[config.mk]
export PLATFORM = sky130hd
export DESIGN_NAME = lfsr_stream_flat
export DESIGN_NICKNAME = d
export VERILOG_FILES = /design/src/rtl/lfsr_stream_if.sv /design/src/rtl/lfsr_stream.sv /design/src/flat_wrapper.sv
export SDC_FILE = /design/constraint.sdc
export NUM_CORES = 1
export LEC_CHECK = 0
export ABC_AREA = 1
export BUFFER_PORTS_ARGS = -buffer_cell sky130_fd_sc_hd__buf_2
export CAP_MARGIN = 30
export CORE_ASPECT_RATIO = 0.6
export CORE_MARGIN = 1.5
export CORE_UTILIZATION = 30
export CTS_BUF_LIST = sky130_fd_sc_hd__clkbuf_16
export CTS_CLUSTER_SIZE = 25
export DETAILED_ROUTE_END_ITERATION = 6
export SLEW_MARGIN = 5
export SYNTH_ARGS = -nofsm -noshare
export SYNTH_HDL_FRONTEND = slang
export SYNTH_SLANG_ARGS = --single-unit
[constraint.sdc]
create_clock -name clk_in -period 3.45 [get_ports clk_in]
set_input_delay 0.345 -clock clk_in [delete_from_list [all_inputs] [get_ports clk_in]]
set_output_delay 0.345 -clock clk_in [all_outputs]
set_load 0.05 [all_outputs]
[src/rtl/lfsr_stream_if.sv]
// rtl/lfsr_stream_if.sv - control and word-stream bundle for lfsr_stream
interface lfsr_stream_if #(
  parameter int WIDTH = 16,
  parameter int CNT_W = 24
);
  logic [WIDTH-1:0] seed_in;
  logic             load_in;
  logic             en_in;
  logic             ready_in;
  logic             valid_out;
  logic [WIDTH-1:0] q_out;
  logic             bit_out;
  logic             wrap_out;
  logic [CNT_W-1:0] period_out;
  logic             period_valid_out;

  // Generator side: owns the stream outputs, receives control and backpressure
  modport master (
    input  seed_in, load_in, en_in, ready_in,
    output valid_out, q_out, bit_out, wrap_out, period_out, period_valid_out
  );

  // Consumer/controller side
  modport slave (
    output seed_in, load_in, en_in, ready_in,
    input  valid_out, q_out, bit_out, wrap_out, period_out, period_valid_out
  );
endinterface

[src/rtl/lfsr_stream.sv]
// rtl/lfsr_stream.sv - parametrised Galois LFSR word source with ready/valid stream and period measurement
module lfsr_stream #(
  parameter int               WIDTH        = 16,
  parameter logic [WIDTH-1:0] TAPS         = 16'h8005,
  parameter int               STEP         = 1,
  parameter logic [WIDTH-1:0] DEFAULT_SEED = 16'h0001,
  parameter int               CNT_W        = 24
) (
  input logic           clk_in,
  input logic           rst_in,
  lfsr_stream_if.master bus
);

  if (WIDTH < 3) begin : g_bad_width
    $error("lfsr_stream: WIDTH must be >= 3");
  end
  if (TAPS[0] != 1'b1) begin : g_bad_taps
    $error("lfsr_stream: TAPS[0] must be 1");
  end
  if (STEP < 1 || STEP > WIDTH) begin : g_bad_step
    $error("lfsr_stream: STEP must be in 1..WIDTH");
  end
  if (DEFAULT_SEED == '0) begin : g_bad_seed
    $error("lfsr_stream: DEFAULT_SEED must be nonzero");
  end

  typedef enum logic [1:0] {IDLE, PRIME, RUN} state_t;

  state_t           state;
  logic [WIDTH-1:0] q;
  logic [WIDTH-1:0] seed_reg;
  logic [WIDTH-1:0] q_adv;
  logic [WIDTH-1:0] load_val;
  logic [CNT_W-1:0] cnt;
  logic [CNT_W-1:0] cnt_inc;
  logic [CNT_W-1:0] period;
  logic             sat;
  logic             sat_inc;
  logic             valid;
  logic             wrap;
  logic             period_valid;
  logic             xfer;
  logic             hit_idle;
  logic             hit_run;

  function automatic logic [WIDTH-1:0] shift1(input logic [WIDTH-1:0] v);
    return {v[WIDTH-2:0], 1'b0} ^ (v[WIDTH-1] ? TAPS : '0);
  endfunction

  // STEP chained single shifts, all within one cycle
  always_comb begin
    q_adv = q;
    for (int i = 0; i < STEP; i++) begin
      q_adv = shift1(q_adv);
    end
  end

  // A zero seed would lock the register at zero forever, so substitute the default
  assign load_val = (bus.seed_in == '0) ? DEFAULT_SEED : bus.seed_in;
  assign xfer     = valid & bus.ready_in;
  assign cnt_inc  = (cnt == '1) ? cnt : cnt + CNT_W'(1);
  // sat marks that the counter has been pushed past all-ones, so any later period would be wrong
  assign sat_inc  = sat | (cnt == '1);
  assign hit_idle = (q == seed_reg) && (cnt != '0);
  assign hit_run  = (q_adv == seed_reg);

  // Stream FSM, LFSR state, word counter, wrap flag and period capture
  always_ff @(posedge clk_in or negedge rst_in) begin
    if (!rst_in) begin
      state        <= IDLE;
      q            <= DEFAULT_SEED;
      seed_reg     <= DEFAULT_SEED;
      cnt          <= '0;
      sat          <= 1'b0;
      valid        <= 1'b0;
      wrap         <= 1'b0;
      period       <= '0;
      period_valid <= 1'b0;
    end else if (bus.load_in) begin
      state        <= PRIME;
      q            <= load_val;
      seed_reg     <= load_val;
      cnt          <= '0;
      sat          <= 1'b0;
      valid        <= 1'b0;
      wrap         <= 1'b0;
      period       <= '0;
      period_valid <= 1'b0;
    end else begin
      case (state)
        IDLE: begin
          if (bus.en_in) begin
            state <= RUN;
            valid <= 1'b1;
            wrap  <= hit_idle;
            if (hit_idle && !period_valid && !sat) begin
              period       <= cnt;
              period_valid <= 1'b1;
            end
          end
        end
        PRIME: begin
          state <= RUN;
          valid <= 1'b1;
          wrap  <= 1'b0;
        end
        RUN: begin
          if (xfer) begin
            q   <= q_adv;
            cnt <= cnt_inc;
            sat <= sat_inc;
            if (bus.en_in) begin
              wrap <= hit_run;
              if (hit_run && !period_valid && !sat_inc) begin
                period       <= cnt_inc;
                period_valid <= 1'b1;
              end
            end else begin
              state <= IDLE;
              valid <= 1'b0;
              wrap  <= 1'b0;
            end
          end
        end
        default: begin
          state <= IDLE;
          valid <= 1'b0;
          wrap  <= 1'b0;
        end
      endcase
    end
  end

  assign bus.valid_out        = valid;
  assign bus.q_out            = q;
  assign bus.bit_out          = q[WIDTH-1];
  assign bus.wrap_out         = wrap;
  assign bus.period_out       = period;
  assign bus.period_valid_out = period_valid;

endmodule
[src/flat_wrapper.sv]
// flat-port wrapper written by rule: the top's interface ports become plain ports
module lfsr_stream_flat 
#(
  parameter int               WIDTH        = 16,
  parameter logic [WIDTH-1:0] TAPS         = 16'h8005,
  parameter int               STEP         = 1,
  parameter logic [WIDTH-1:0] DEFAULT_SEED = 16'h0001,
  parameter int               CNT_W        = 24
)
  (clk_in, rst_in, bus_seed_in, bus_load_in, bus_en_in, bus_ready_in, bus_valid_out, bus_q_out, bus_bit_out, bus_wrap_out, bus_period_out, bus_period_valid_out);
  lfsr_stream_if #(.WIDTH(WIDTH), .CNT_W(CNT_W)) bus_i ();
  input logic clk_in;
  input logic rst_in;
  input wire logic [$bits(bus_i.seed_in)-1:0] bus_seed_in;
  input wire logic [$bits(bus_i.load_in)-1:0] bus_load_in;
  input wire logic [$bits(bus_i.en_in)-1:0] bus_en_in;
  input wire logic [$bits(bus_i.ready_in)-1:0] bus_ready_in;
  output wire logic [$bits(bus_i.valid_out)-1:0] bus_valid_out;
  output wire logic [$bits(bus_i.q_out)-1:0] bus_q_out;
  output wire logic [$bits(bus_i.bit_out)-1:0] bus_bit_out;
  output wire logic [$bits(bus_i.wrap_out)-1:0] bus_wrap_out;
  output wire logic [$bits(bus_i.period_out)-1:0] bus_period_out;
  output wire logic [$bits(bus_i.period_valid_out)-1:0] bus_period_valid_out;
  assign bus_i.seed_in = bus_seed_in;
  assign bus_i.load_in = bus_load_in;
  assign bus_i.en_in = bus_en_in;
  assign bus_i.ready_in = bus_ready_in;
  assign bus_valid_out = bus_i.valid_out;
  assign bus_q_out = bus_i.q_out;
  assign bus_bit_out = bus_i.bit_out;
  assign bus_wrap_out = bus_i.wrap_out;
  assign bus_period_out = bus_i.period_out;
  assign bus_period_valid_out = bus_i.period_valid_out;
  lfsr_stream #(.WIDTH(WIDTH), .TAPS(TAPS), .STEP(STEP), .DEFAULT_SEED(DEFAULT_SEED), .CNT_W(CNT_W)) u_core (.clk_in(clk_in), .rst_in(rst_in), .bus(bus_i));
endmodule
* Yosys cells after proc, flatten, opt, wreduce, memory -nomap -nowiden *
Cells that the tools add are included.

storage, ports and cells
  register bits after elaboration = 86
  latch bits = 0
  bits in writable memories = 0
  ROM bits = 0
  output and inout port bits = 44
  logic and storage cells = 83
  memories kept = 0

cells by class
  add/subtract/negate cells = 1
  multiply operators = 0
  divide/modulo/power cells = 0
  order comparisons = 0
  eq/ne operators = 11
  shift operators = 0
  muxes and demuxes = 41
  bitwise gates (word level) = 3
  reduce and logical (&&, ||, !) cells = 18

operators with widths
  operator               count
  $mux 24                10
  $mux 16                5
  $pmux 24 s2            1
  $eq 16x16->1           2
  $add 24x1->24 const B  1
  $eq 24x24->1 const B   1
  $reduce_bool 24->1     1
  $mux 1                 17
  $logic_not 16->1       1
  $xor 16x16->16         1
  $ne 3x2->1 const B     3
  $ne 3x3->1 const B     3
  $mux 2                 4
  $pmux 2 s3             1
  $reduce_and 6->1       1
  $logic_and 1x1->1      5
  $pmux 1 s2             2
  $reduce_and 2->1       2
  $reduce_bool 2->1      2
  $logic_not 1->1        3
  $pmux 1 s3             1
  $reduce_and 3->1       1
  $reduce_bool 3->1      1
  $eq 2x1->1 const B     1
  4 further kinds        4

* Longest topological paths before layout *
  depth in word-level cells = 10
  gate-level depth with buffers = 14
  gate-level depth less buffers = 13

* Worst setup path after synthesis *
Ideal clock, no wire load.

  kind = register -> register
  start = register u_core.state[1]
  end = register u_core.period[0] (netlist: u_core.bus.period_out[0])
  library setup time = 0.119 ns
  arrival = 1.829 ns
  setup slack = 1.502 ns
  cell stages (with the launch flop) = 11
  path buffers = 1
  period minus slack after synthesis = 1.948 ns
  cell sequence = dfrtp_1 inv_1 nor2_1 inv_1 nor2_4 inv_1 nor2_1 nor2_2 clkbuf_1 nand4_1 nand2_1

on the way
  word-level cells in the longest chain between the ends = 3
  elaborated cells between the ends (all ways) = 11

ends and longest elaborated chain
  what                                                          line                RTL
  start: declaration                                            lfsr_stream.sv:29   state_t state;
  start signal: assignment                                      lfsr_stream.sv:70   state <= IDLE;
  start signal: assignment                                      lfsr_stream.sv:80   state <= PRIME;
  start signal: assignment                                      lfsr_stream.sv:93   state <= RUN;
  $eq 2x2->1 or $logic_not 2->1 (tied branches)                 lfsr_stream.sv:90   case (state)
  $ne 3x2->1 (no source line) (tied with other cells)           n/a
  $reduce_and 6->1 (no source line) or $mux 24 (tied branches)  n/a
  end signal: assignment                                        lfsr_stream.sv:97   period <= cnt;
  end signal: assignment                                        lfsr_stream.sv:115  period <= cnt_inc;
  end: declaration                                              lfsr_stream.sv:36   logic [CNT_W-1:0] period;

Parallel ways exist; a longest one is shown, timed or not.
A chain may end at the register's enable or synchronous reset.

* Worst setup path in the final report *
  start = register u_core.cnt[0]
  end = register u_core.period[5] (netlist: u_core.bus.period_out[5])

on the way
  word-level cells in the longest chain between the ends = 7
  elaborated cells between the ends (all ways) = 18

ends and longest elaborated chain
  what                                           line                                  RTL
  start: declaration                             lfsr_stream.sv:34                     logic [CNT_W-1:0] cnt;
  start signal: assignment                       lfsr_stream.sv:110                    cnt <= cnt_inc;
  $add 24x1->24 or $eq 24x24->1 (tied branches)  lfsr_stream.sv:61, lfsr_stream.sv:63
  $mux 24                                        lfsr_stream.sv:61                     assign cnt_inc = (cnt == '1) ? cnt : cnt + CNT_W'(1);
  $mux 24                                        lfsr_stream.sv:114                    if (hit_run && !period_valid && !sat_inc) begin
  $mux 24                                        lfsr_stream.sv:112                    if (bus.en_in) begin
  $mux 24                                        lfsr_stream.sv:108                    if (xfer) begin
  $pmux 24 s2                                    lfsr_stream.sv:90
  $mux 24                                        lfsr_stream.sv:79                     end else if (bus.load_in) begin

Parallel ways exist; a longest one is shown, timed or not. The select of a mux whose other input is x is not followed.

==> results.sh <==
export IMPL_status="finished with violations"
export IMPL_violations="negative hold slack"
export IMPL_fmax_mhz=398.1
export IMPL_grt_antenna_before_repair=0
export IMPL_crit_path_start_kind="flop"
export IMPL_drv_cap=0
export IMPL_instances_no_fill=1027
export IMPL_yosysTopAreaCellShare=0.4103
export IMPL_utilization=0.3593
export IMPL_syn_nets=759
export IMPL_cts_sinks=85
export IMPL_cts_resized_gates=0
export IMPL_cts_max_path_buffers=2
export IMPL_seqCellArea_sq_mm=0.002130
export IMPL_drive_gt1_frac=0.1327
export IMPL_grt_pass1_wl_mm=25.77
export IMPL_hold_viol=14
export IMPL_leakage_nw=2.994
export IMPL_die_h_microns=103.6
export IMPL_p_per_area_mw_per_mm2=415.5
export IMPL_post_drt_wl_per_cell_microns=15.48
export IMPL_place_inst=1011
export IMPL_relSlewSlack=0.5047
export IMPL_dr_pass1_iters=5
export IMPL_drc=0
export IMPL_fill_cells=1773
export IMPL_cts_root_buf="clkbuf_16"
export IMPL_drtAntennaViolNets=0
export IMPL_drtIter0Drc=607
export IMPL_multi_input_area_sq_mm=0.002516
export IMPL_synth_largest_area_cell="dfrtp_1"
export IMPL_r2r_end="u_core.bus.period_out[5]"
export IMPL_crit_chain="ha_1 > inv_2 > nor2_4 > nand2_2 > nor2_2 > nand2_1 > o21ai_1 > nand2_1 > o21ai_0 > nand4_1 > nand2_1"
export IMPL_port_buffers=64
export IMPL_cts_tree="done"
export IMPL_slowest_stage="nand2_1"
export IMPL_ir_drop_mv=0.2444
export IMPL_tns_ns=0
export IMPL_path_class="flop to flop"
export IMPL_critical_path_required_ns=3.73
export IMPL_row_count=36
export IMPL_slowest_delay_ns=0.47
export IMPL_place_congestion=0.9396
export IMPL_post_cts_setup_buffers=0
export IMPL_grt_ovfl_total=0
export IMPL_arrival_ns=2.79
export IMPL_hold_worst_slack_ns=-0.006347
export IMPL_io_pins=65
export IMPL_worst_setup_path_end_kind="flop"
export IMPL_synth_seq_cells=85
export IMPL_crit_path_end="u_core.bus.period_out[5]"
export IMPL_numCtsBuffers=9
export IMPL_cts_hold_repair_buffers=0
export IMPL_syn_area_sq_mm=0.005062
export IMPL_synth_async_reset_ratio=1.000
export IMPL_grtUsageTotal=0.1877
export IMPL_vias=5081
export IMPL_hp_class="primary input to asynchronous set/reset pin"
export IMPL_grt_start_max_net_pins=44
export IMPL_layout_nets=817
export IMPL_synthTopCellsByArea="dfrtp_1 (41%), nand2_1 (22%), inv_1 (5.3%)"
export IMPL_synth_edf_count=0
export IMPL_avgSynthCellArea_sq_um=6.878
export IMPL_skew_ns=0.005445
export IMPL_cp_common_cell="nand2_1"
export IMPL_initial_core_util=0.3096
export IMPL_n_antenna_cell=0
export IMPL_finalCritPeriodShare=0.7282
export IMPL_worstRegToRegCells=11
export IMPL_syn2layout_area_growth_pct=16.04
export IMPL_synthCells=736
export IMPL_slew_viol_final=0
export IMPL_r2r_start="u_core.cnt[0]"
export IMPL_r2r_setup_slack_ns=0.94
export IMPL_die_area_sq_mm=0.01769
export IMPL_dpl_hpwl_mm=11.48
export IMPL_synthFlopType="dfrtp_1"
export IMPL_fp_dieW_microns=170.7
export IMPL_yosys_warnings=0
export IMPL_htree_num_levels=3
export IMPL_critPathLaunch="u_core.cnt[0]"
export IMPL_min_period_ns=2.512
export IMPL_grt_pass1_vias=4610
export IMPL_coreArea_sq_mm=0.01635
export IMPL_wirelength_mm=15.90
export IMPL_clkTransAtPathRegs_ns=0.06
export IMPL_rsz0062_at_grt="false"
export IMPL_setup_viol=0
export IMPL_worst_pin_slew_ns=0.7411
export IMPL_cp_max_fo=21
export IMPL_ys_seq_area_frac=0.4207
export IMPL_via_per_inst=4.947
export IMPL_clock_latency_ns=0.34
export IMPL_synth_cell_type_count=36
[metrics by stage]
stage	hold WS [ns]	cell area (sq um)	total power [mW]	worst slack (ns)
6_report	-0.006347	5874	2.441	0.9378
3_3_place_gp	0.3746	5607	1.560	1.062
2_1_floorplan	0.04941	5062	1.412	1.502
5_1_grt	0.03499	5874	2.557	0.6388
4_1_cts	0.01477	5874	2.466	0.9620
3_5_place_dp	0.3794	5607	1.560	0.9829
[critical path, delay by kind of cell (launching register included)]
kind | cells | cell delay, ns
DFF | 1 | 0.45
buffers and inverters | 1 | 0.07
AOI/OAI and AO/OA | 2 | 0.34
adders and majority gates | 1 | 0.34
and+or+nand+nor | 7 | 1.25
[cells in the final DEF (no fill, tap or decap), types with 9 or more instances in the layout]
| master | synthesis | final |
|---|---|---|
| buf_2 | 9 | 63 |
| o21ai_0 | 31 | 31 |
| buf_4 | 1 | 9 |
| nor2_1 | 69 | 69 |
| o221ai_1 | 11 | 11 |
| o22ai_1 | 21 | 21 |
| nand3_1 | 27 | 27 |
| nand4_1 | 33 | 33 |
| dfrtp_1 | 83 | 83 |
| nand2_1 | 302 | 302 |
| clkbuf_16 | 0 | 9 |
| inv_1 | 72 | 72 |
[worst min-delay path by stage]
stage / start / end / slack (ns) / cells past startpoint
after CTS: rst_in / u_core.cnt[10] / 0.01 / 1
after global routing: rst_in / u_core.seed_reg[14] / 0.03 / 1
after detailed placement: rst_in / u_core.seed_reg[14] / 0.38 / 1
after global placement: rst_in / u_core.bus.q_out[13] / 0.37 / 1
after floorplan: rst_in / u_core.bus.period_out[0] / 0.05 / 0
final: rst_in / u_core.seed_reg[14] / -0.006 / 1
[report_power, final]
group | switching [mW] | internal [mW]
clock | 0.414 | 0.482
sequential | 0.0530 | 1.04
combinational | 0.339 | 0.110
[layout make-up]
cell class,instances,share of cell area
clock buffer,9,0.03834
clock inverter,7,0.007242
inverter,78,0.04984
multi-input combinational,548,0.4283
sequential,85,0.3625
tap,228,0.04856
timing repair buffer,72,0.06518
[cell usage after synthesis, types with 2 or more instances]
cell type / number
dfrtp_1: 83
buf_1: 3
nand2_1: 302
dfstp_2: 2
nand4_1: 33
o221ai_1: 11
xor2_1: 7
nor2_4: 3
ha_1: 2
inv_1: 72
buf_2: 9
inv_2: 5
nand3_1: 27
nor3_1: 3
o22ai_1: 21
nor2_1: 69
o21ai_0: 31
o21ai_1: 7
nor4_1: 4
nand2_2: 3
clkbuf_1: 10
a21oi_1: 7
nor2_2: 5
buf_6: 2
a22oi_1: 4
[logic make-up (layout without fill, tap and decap cells)]
logic type	count (synthesis)	in the layout	synth area share
compound gates	85	85	0.1021
fa+ha+maj	2	2	0.004942
xor+xnor	8	8	0.01384
buf+inv	103	166	0.08230
simple gates	453	453	0.3762
flops	85	85	0.4207
[per-layer routing]
layer | track usage | vias up | routed length (microns)
li1 | - | 2502 | -
met2 | 0.2324 | 193 | 5862
met3 | 0.05120 | 11 | 1369
met4 | 0.03982 | 0 | 148
met5 | 0 | - | 0
met1 | 0.3076 | 2375 | 8520
(Power assumes the default switching activity.)
